**src/rtl/piled_split_sched.sv**
```systemverilog
// Splits a piled word {D,C,B,A} into up to four per-channel element streams,
// one frame of ARR_LEN words at a time, with per-channel backpressure.
module piled_split_sched #(
  parameter int ELEM_W  = 8,
  parameter int ARR_LEN = 32,
  parameter int CNT_W   = 16
) (
  input  logic                clk,
  input  logic                rst_n,
  input  logic                start,
  input  logic                abort,
  input  logic [1:0]          cfg_num_arr,
  input  logic [4*ELEM_W-1:0] in_data,
  input  logic                in_valid,
  output logic                in_ready,
  output logic [4*ELEM_W-1:0] out_data,
  output logic [3:0]          out_valid,
  input  logic [3:0]          out_ready,
  output logic [3:0]          out_last,
  output logic                busy,
  output logic                done,
  output logic [1:0]          dbg_state
);

  // Handshakes: a transfer happens on a rising edge where valid and ready are
  // both high; valid never waits on ready, and payload holds while valid && !ready.

  typedef enum logic [1:0] {
    IDLE  = 2'd0,
    RUN   = 2'd1,
    DRAIN = 2'd2
  } state_t;

  state_t           state;
  state_t           state_nxt;
  logic [1:0]       n_act;
  logic [CNT_W-1:0] cnt;
  logic [3:0]       act_mask;
  logic [3:0]       out_fire;
  logic             in_fire;
  logic             last_elem;

  always_comb begin
    act_mask = '0;
    for (int i = 0; i < 4; i++) begin
      act_mask[i] = (2'(i) <= n_act);
    end
  end

  assign out_fire  = out_valid & out_ready & act_mask;
  assign in_fire   = in_valid & in_ready;
  assign last_elem = (cnt == CNT_W'(ARR_LEN - 1));

  always_ff @(posedge clk or negedge rst_n) begin
    if (!rst_n) begin
      state <= IDLE;
    end else begin
      state <= state_nxt;
    end
  end

  always_comb begin
    state_nxt = state;
    unique case (state)
      IDLE:    if (start) state_nxt = RUN;
      RUN: begin
        if (abort)                      state_nxt = IDLE;
        else if (in_fire && last_elem)  state_nxt = DRAIN;
      end
      DRAIN: begin
        if (abort)                   state_nxt = IDLE;
        else if (out_valid == 4'b0)  state_nxt = IDLE;
      end
      default: state_nxt = IDLE;
    endcase
  end

  // A new word is taken only when every active lane can accept its element.
  always_comb begin
    in_ready = (state == RUN);
    for (int i = 0; i < 4; i++) begin
      if (act_mask[i] && out_valid[i] && !out_ready[i]) in_ready = 1'b0;
    end
    busy      = (state != IDLE);
    done      = (state == DRAIN) && (out_valid == 4'b0) && !abort;
    dbg_state = state;
  end

  always_ff @(posedge clk or negedge rst_n) begin
    if (!rst_n) begin
      cnt       <= '0;
      n_act     <= '0;
      out_valid <= '0;
      out_last  <= '0;
      out_data  <= '0;
    end else if (abort && state != IDLE) begin
      cnt       <= '0;
      out_valid <= '0;
      out_last  <= '0;
    end else begin
      if (state == IDLE && start) begin
        n_act <= cfg_num_arr;
        cnt   <= '0;
      end else if (in_fire) begin
        cnt <= cnt + CNT_W'(1);
      end
      // Last is cleared on an unreplaced fire so idle lanes never show a stale last.
      for (int i = 0; i < 4; i++) begin
        if (in_fire && act_mask[i]) begin
          out_data[i*ELEM_W +: ELEM_W] <= in_data[i*ELEM_W +: ELEM_W];
          out_valid[i]                 <= 1'b1;
          out_last[i]                  <= last_elem;
        end else if (out_fire[i]) begin
          out_valid[i] <= 1'b0;
          out_last[i]  <= 1'b0;
        end
      end
    end
  end

endmodule

```
**config.mk**
```make
export PLATFORM = sky130hd
export DESIGN_NAME = piled_split_sched
export DESIGN_NICKNAME = d
export VERILOG_FILES = /design/src/rtl/piled_split_sched.sv
export SDC_FILE = /design/constraint.sdc
export NUM_CORES = 1
export LEC_CHECK = 0
export ABC_AREA = 1
export CORE_MARGIN = 5
export CORE_UTILIZATION = 50
export CTS_CLUSTER_DIAMETER = 150
export DETAILED_ROUTE_END_ITERATION = 10
export GPL_TIMING_DRIVEN = 0
export MAX_ROUTING_LAYER = met4
export PLACE_DENSITY = 0.95
export SETUP_SLACK_MARGIN = 0.4
export SYNTH_ARGS = -nofsm -noshare
export SYNTH_HDL_FRONTEND = slang
export SYNTH_SLANG_ARGS = --single-unit
```
**constraint.sdc**
```tcl
create_clock -name clk -period 3.5 [get_ports clk]
set_input_delay 0.525 -clock clk [delete_from_list [all_inputs] [get_ports clk]]
set_output_delay 0.525 -clock clk [all_outputs]
set_load 0.01 [all_outputs]
```
==> summary.md, run 1 <==
| Metric | Value |
|---|---|
| Top FF cell, synth | `dfrtp_1` |
| Reg2reg setup slack | `1740 ps` |
| Final setup viols | `0` |
| Maximum vdd ir drop | `0.000425 V` |
| Slew headroom | `64.8%` |
| Top fanout value on the critical path | `8` |
| YS warnings | `0` |
| Rows | `28` |
| Reg clk slew, reported paths | `60 ps` |
| Final net count | `511` |
| Vias in the first global route | `3022` |
| P per Cell Area | `649 nW/um^2` |
| Status | `finished clean` |
| Synthesized area | `3010 um^2` |
| Async SR Flop Fraction | `100%` |
| Die Wd | `87.5 um` |
| Util after Layout | `72.1%` |
| HP Class | `primary input to async pin` |
| PostCTS Resize Cnt | `0` |
| Detailed Routing Iterations Pass 1 | `6` |
| Clock sinks | `60` |
| # IOs | `88` |
| Worst Path Class, Setup | `primary input to primary output` |
| GRT overflow | `0` |
| Fillers | `452` |
| Area growth from synthesis to layout | `41.2%` |
| Die Y | `87.5 um` |
| Top cell type by total area after synthesis | `dfrtp_1` |
| Worst-margin pin slew | `527 ps` |
| Synth unique cells | `29` |
| HPWL Detailed | `6360 um` |
| Number of synthesized flops with an enable pin | `0` |
| Fin area | `4250 um^2` |
| Final Cycle Share | `78.3%` |
| Final WL | `8490 um` |
| Power, Total | `2760 uW` |
| Clk_lat worst skew | `340 ps` |
| CP Data Required Time | `2970 ps` |
| Yosys top cell area share | `49.9%` |
| F_max | `0.365 GHz` |
| Mapped Nets | `412` |
| Placed Area | `4010 um^2` |
| CTS Buf Count | `9` |
| First-pass GRT wire length | `14100 um` |
| ANT nets after route | `0` |
| Root buf cell | `clkbuf_8` |
| Worst setup margin | `761 ps` |
| Ranking of synthesized cells by area | `dfrtp_1, nand2_1, nand3_1` |
| Seq. cell area | `1500 um^2` |
| Final Hold Fails | `0` |
| I/O Buffers | `86` |
| FF-to-FF path depth | `6` |
| Core footprint | `5890 um^2` |
| Initial Util | `51.1%` |
| CP arrival | `2210 ps` |
| CTS tree | `yes` |
| Seq cells post-synth | `60` |
| RSZ-0062 raised after global routing | `false` |
| DIE AREA | `7660 um^2` |
| LEAKAGE | `0.00204 uW` |
| Pre-CTS WS | `779 ps` |
| Mean Syn Cell Area | `8.17 um^2` |
| WL per Instance | `15.5 um` |
| Via density | `5.44` |
| RR Endpoint | `cnt[9]` |
| Setup Fix Bufs, Post-CTS | `0` |
| Final Skew | `10.3 ps` |
| Initial antenna violation count | `0` |
| Reg2reg start | `dbg_state[1]` |
| DR iter-0 viols | `312` |
| Clock Path Buffers | `2` |
| Final min period | `2740 ps` |
| CP Capture Type | `primary output` |
| Mapped Cells | `368` |
| DR vias | `2968` |
| Maximum number of pins on one net before global-route repair | `23` |
| Layout cell share with drive strength beyond 1 | `9.55%` |
| Final setup TNS | `0 ps` |
| # hold bufs at CTS | `0` |
| RePlAce Congestion | `0.962` |
| Startpoint type of the worst setup path | `primary input` |
| Count leader, synth | `nand2_1` |
| Sequential area share after synthesis | `49.9%` |
| GRT Total Usage | `24.5%` |
| Post-synth top cells | `nand2_1, dfrtp_1, nand3_1` |
| Fin. max-slew vios | `0` |
| DRC Markers | `0` |
| Max-Cap Viols | `0` |
| H-Tree Level Count | `3` |
| # diodes | `0` |
| Multi-input logic area | `1270 um^2` |
==> cell type report <==
cell class                 instances  share of cell area [%]
timing repair buffer              88                    21.5
clock buffer                      12                    3.89
sequential                        60                    35.4
inverter                          36                    3.18
multi-input combinational        260                    30.0
buffer                            12                    2.27
clock inverter                     3                    1.62
tap                               75                    2.21
==> registers in the layout, indices dropped and copies added (netlist names) <==
name / count
out_data: 32
cnt: 16
out_last: 4
out_valid: 4
dbg_state: 2
n_act: 2
==> per-layer routing <==
layer | routed length, um | vias up | GRT usage (%) | share of wire, %
met5 | 0 | - | - | 0
met4 | 272 | 0 | 14.1 | 3.2
met3 | 680 | 24 | 5.64 | 8.0
met2 | 4310 | 142 | 39.0 | 51
met1 | 3230 | 1400 | 28.3 | 38
li1 | - | 1402 | - | -
==> placed cells by master, fill, tap and decap left out <==
cell,n
nand2_1,117
inv_2,2
clkbuf_8,12
inv_1,33
clkdlybuf4s50_1,85
or2_2,1
nor2_2,2
nand3_2,2
buf_6,6
nand3_1,49
nand4_4,1
bufinv_16,2
nand4_1,20
dfrtp_1,60
clkinv_1,1
nand4_2,3
nor2_1,26
nor2_4,1
buf_16,2
o21ai_2,2
clkbuf_1,1
a21oi_1,4
clkinv_4,1
o31ai_1,1
nor2_8,1
ha_1,1
nor4_1,1
nand2_2,1
buf_2,6
xor2_1,7
o21ai_0,14
nor3_1,3
a31oi_1,2
xnor2_1,1
==> logic make-up after synthesis <==
| group | after synthesis | synth area share [%] |
|---|---|---|
| simple gates | 228 | 35.4 |
| buf+inv | 48 | 7.70 |
| xor+xnor | 8 | 2.33 |
| compound gates | 23 | 4.24 |
| flops | 60 | 49.9 |
| fa+ha+maj | 1 | 0.416 |
==> stage by stage <==
| stage | hold WS [ps] | std cells |
|---|---|---|
| after floorplan | 229 | 368 |
| after global placement | 454 | 529 |
| after detailed placement | 457 | 531 |
| after CTS | 141 | 546 |
| after global routing | 157 | 546 |
| final | 135 | 546 |
==> critical path, cell delays in order <==
cell             delay (ps)
clkdlybuf4s50_1         450
inv_1                    70
nand4_1                 150
nand3_1                 160
nor2_4                  260
clkdlybuf4s50_1         590
==> report_power, final <==
part | internal [uW] | switching, uW
combinational | 513 | 489
sequential | 896 | 138
clock | 457 | 264
==> worst max-delay path by stage <==
stage,start,endpoint,depth (start not counted)
after floorplan,out_ready[3],in_ready,4
after global placement,rst_n,out_data[19],1
after detailed placement,out_ready[3],in_ready,6
after CTS,out_ready[3],in_ready,6
after global routing,out_ready[3],in_ready,6
final,out_ready[3],in_ready,6
No activity file was read; power rests on OpenSTA's default activity.
==> inputs of run 2 (changes only) <==
--- a/config.mk
+++ b/config.mk
@@ -7,12 +7,12 @@
 export LEC_CHECK = 0
 export ABC_AREA = 1
 export CORE_MARGIN = 5
-export CORE_UTILIZATION = 50
+export CORE_UTILIZATION = 43
 export CTS_CLUSTER_DIAMETER = 150
 export DETAILED_ROUTE_END_ITERATION = 10
 export GPL_TIMING_DRIVEN = 0
 export MAX_ROUTING_LAYER = met4
-export PLACE_DENSITY = 0.95
+export PLACE_DENSITY = 0.88
 export SETUP_SLACK_MARGIN = 0.4
 export SYNTH_ARGS = -nofsm -noshare
 export SYNTH_HDL_FRONTEND = slang
==> constraint.sdc (replaced) <==
create_clock -name clk -period 2.4 [get_ports clk]
set_input_delay 0.36 -clock clk [delete_from_list [all_inputs] [get_ports clk]]
set_output_delay 0.36 -clock clk [all_outputs]
set_load 0.01 [all_outputs]
==> run 2 against run 1 <==
Compared with the run above: global-route usage down 4.9 points; clock power up 8.9%; total power up 35%; critical endpoint is now dbg_state[1]; largest cell class unchanged.
==> summary.md, run 2 (same netlist as run 1, synthesis figures left out) <==
| Metric | Value |
|---|---|
| ANT nets after route | `0 (unchanged)` |
| Reg2reg setup slack | `670 ps (was 1740 ps)` |
| DR iter-0 viols | `238 (was 312)` |
| LEAKAGE | `0.00200 uW (was 0.00204 uW)` |
| Max reg flops | `32 (unchanged)` |
| RePlAce Congestion | `0.986 (was 0.962)` |
| Maximum vdd ir drop | `0.000461 V (was 0.000425 V)` |
| Startpoint type of the worst setup path | `primary input (unchanged)` |
| I/O Buffers | `86 (unchanged)` |
| Final min period | `1860 ps` |
| Psw | `1270 uW (was 891 uW)` |
| Power, Total | `3720 uW (was 2760 uW)` |
| H-Tree Level Count | `3 (unchanged)` |
| Maximum number of pins on one net before global-route repair | `38 (was 23)` |
| Sw frac | `34.2% (was 32.3%)` |
| CP Capture Type | `flop (was primary output)` |
| Initial antenna violation count | `0 (unchanged)` |
| WL per Instance | `14.0 um (was 15.5 um)` |
| DIE AREA | `8760 um^2 (was 7660 um^2)` |
| Vias in the first global route | `2801 (was 3022)` |
| GRT Total Usage | `19.6% (was 24.5%)` |
| Internal power | `2440 uW (was 1870 uW)` |
| Status | `finished clean (unchanged)` |
| Clock sinks | `60 (unchanged)` |
| Worst Hold Slack | `10.4 ps (was 135 ps)` |
| Final WL | `7920 um (was 8490 um)` |
| Fin. max-slew vios | `0 (unchanged)` |
| Slew headroom | `62.2% (was 64.8%)` |
| CP Data Required Time | `2630 ps (was 2970 ps)` |
| RSZ-0062 raised after global routing | `false (unchanged)` |
| Layout cell share with drive strength beyond 1 | `9.55% (unchanged)` |
| DR vias | `2920 (was 2968)` |
| Core footprint | `6790 um^2 (was 5890 um^2)` |
| Max-Cap Viols | `0 (unchanged)` |
| # diodes | `0 (unchanged)` |
| Die Y | `93.6 um (was 87.5 um)` |
| FF-to-FF path depth | `9 (was 6)` |
| Clk_lat worst skew | `340 ps (about the same)` |
| Worst-margin pin slew | `567 ps (was 527 ps)` |
| HPWL Detailed | `5870 um (was 6360 um)` |
| Detailed Routing Iterations Pass 1 | `5 (was 6)` |
| Area growth from synthesis to layout | `38.7% (was 41.2%)` |
| Most common cell after layout, fill and taps aside | `nand2_1 (unchanged)` |
| Worst Path Class, Setup | `primary input to flop (was primary input to primary output)` |
| CP Launch Point | `abort (was out_ready[3])` |
| Final Skew | `8.34 ps (was 10.3 ps)` |
| DRC Markers | `0 (unchanged)` |
| F_max | `0.538 GHz` |
| GRT overflow | `0 (unchanged)` |
| Final Cycle Share | `77.4%` |
| Clock Power Share | `21.1% (was 26.1%)` |
| Final net count | `511 (unchanged)` |
| RR Endpoint | `out_data[28] (was cnt[9])` |
| Die Wd | `93.6 um (was 87.5 um)` |
| Top fanout value on the critical path | `10 (was 8)` |
| Clock Path Buffers | `2 (unchanged)` |
| CTS tree | `yes (unchanged)` |
| HP Class | `primary input to async pin (unchanged)` |
| Util after Layout | `61.4% (was 72.1%)` |
| Via density | `5.15 (was 5.44)` |
| Reg2reg start | `dbg_state[1] (unchanged)` |
| Reg clk slew, reported paths | `70 ps (was 60 ps)` |
| CP Capture Point | `dbg_state[1] (was in_ready)` |
| Combinational power share | `38.8% (was 36.3%)` |
| First-pass GRT wire length | `13200 um (was 14100 um)` |
| Fillers | `593 (was 452)` |
| Initial Util | `44.3% (was 51.1%)` |
| # hold bufs at CTS | `0 (unchanged)` |
| # IOs | `88 (unchanged)` |
| Biggest register | `out_data (unchanged)` |
| Most frequent cells in the layout | `nand2_1, clkdlybuf4s50_1, dfrtp_1 (unchanged)` |
| Reg power frac | `40.1% (was 37.5%)` |
| Rows | `30 (was 28)` |
| Root buf cell | `clkbuf_8 (unchanged)` |
| P per Cell Area | `891 nW/um^2 (was 649 nW/um^2)` |
| CP arrival | `2080 ps (was 2210 ps)` |
| Final Hold Fails | `0 (unchanged)` |
| CTS Buf Count | `9 (unchanged)` |
| Largest registers | `out_data: 32 flops, cnt: 16 flops (unchanged)` |
| Final setup viols | `0 (unchanged)` |
-- run 2: power by group through the flow --
stage / Sequential, uW / Combinational [uW] / Clock [uW]
after floorplan: 1620 / 489 / 0
after global placement: 1490 / 1410 / 0
after detailed placement: 1510 / 1450 / 0
after CTS: 1490 / 1460 / 809
after global routing: 1530 / 1570 / 856
final: 1490 / 1440 / 785
-- run 2: how the worst min path moves through the flow --
stage                            start           end  slack [ps]  cells after the start
final                            rst_n   out_data[6]          10                      1
after global routing             rst_n   out_data[6]          40                      1
after CTS                        rst_n   out_data[6]          20                      1
after detailed placement         rst_n   out_data[6]         390                      1
after global placement    out_data[25]  out_data[25]         450                      2
after floorplan                  rst_n        cnt[0]          60                      0
-- run 2: final cells by class --
class	count	area (um^2)	share of cell area [%]
clock inverters	4	26.3	0.630
clock buffers	11	141	3.39
flip-flops and latches	60	1500	36.0
multi-input cells	260	1270	30.5
plain buffers	12	96.3	2.31
inverters	36	135	3.24
repair buffers	88	877	21.0
well taps	96	120	2.88
-- run 2: per-layer routing --
metal  vias up  part of all wire, %  global-route usage, %  wire length [um]
met5         -                    0                      -                 0
met4         0                  1.5                   6.98               121
met3        14                  6.3                   4.42               495
met2       106                   49                   31.0              3880
met1      1394                   43                   24.7              3420
li1       1406                    -                      -                 -
-- run 2: through the flow --
step	cells	setup WS, ps	cell area [um^2]	setup TNS (ps)
6_report	567	542	4170	0
5_1_grt	567	405	4170	0
4_1_cts	567	438	4180	0
3_5_place_dp	551	36.4	4000	0
3_3_place_gp	550	-944	3990	-56470
2_1_floorplan	368	921	3010	0
-- run 2: what timing repair did --
action | 4_1_cts | 5_1_grt
setup buffers | 1 | 0
resized for setup | 2 | 2
pin swaps | 1 | 0
setup endpoints to repair | 2 | 1
hold endpoints to repair | 0 | 0
-- run 2: worst max-delay path, cell delays in order --
cell	delay, ps
clkdlybuf4s50_1	510
inv_1	80
nor2_2	430
inv_2	230
buf_2	250
nand4_1	150
nand2_1	70
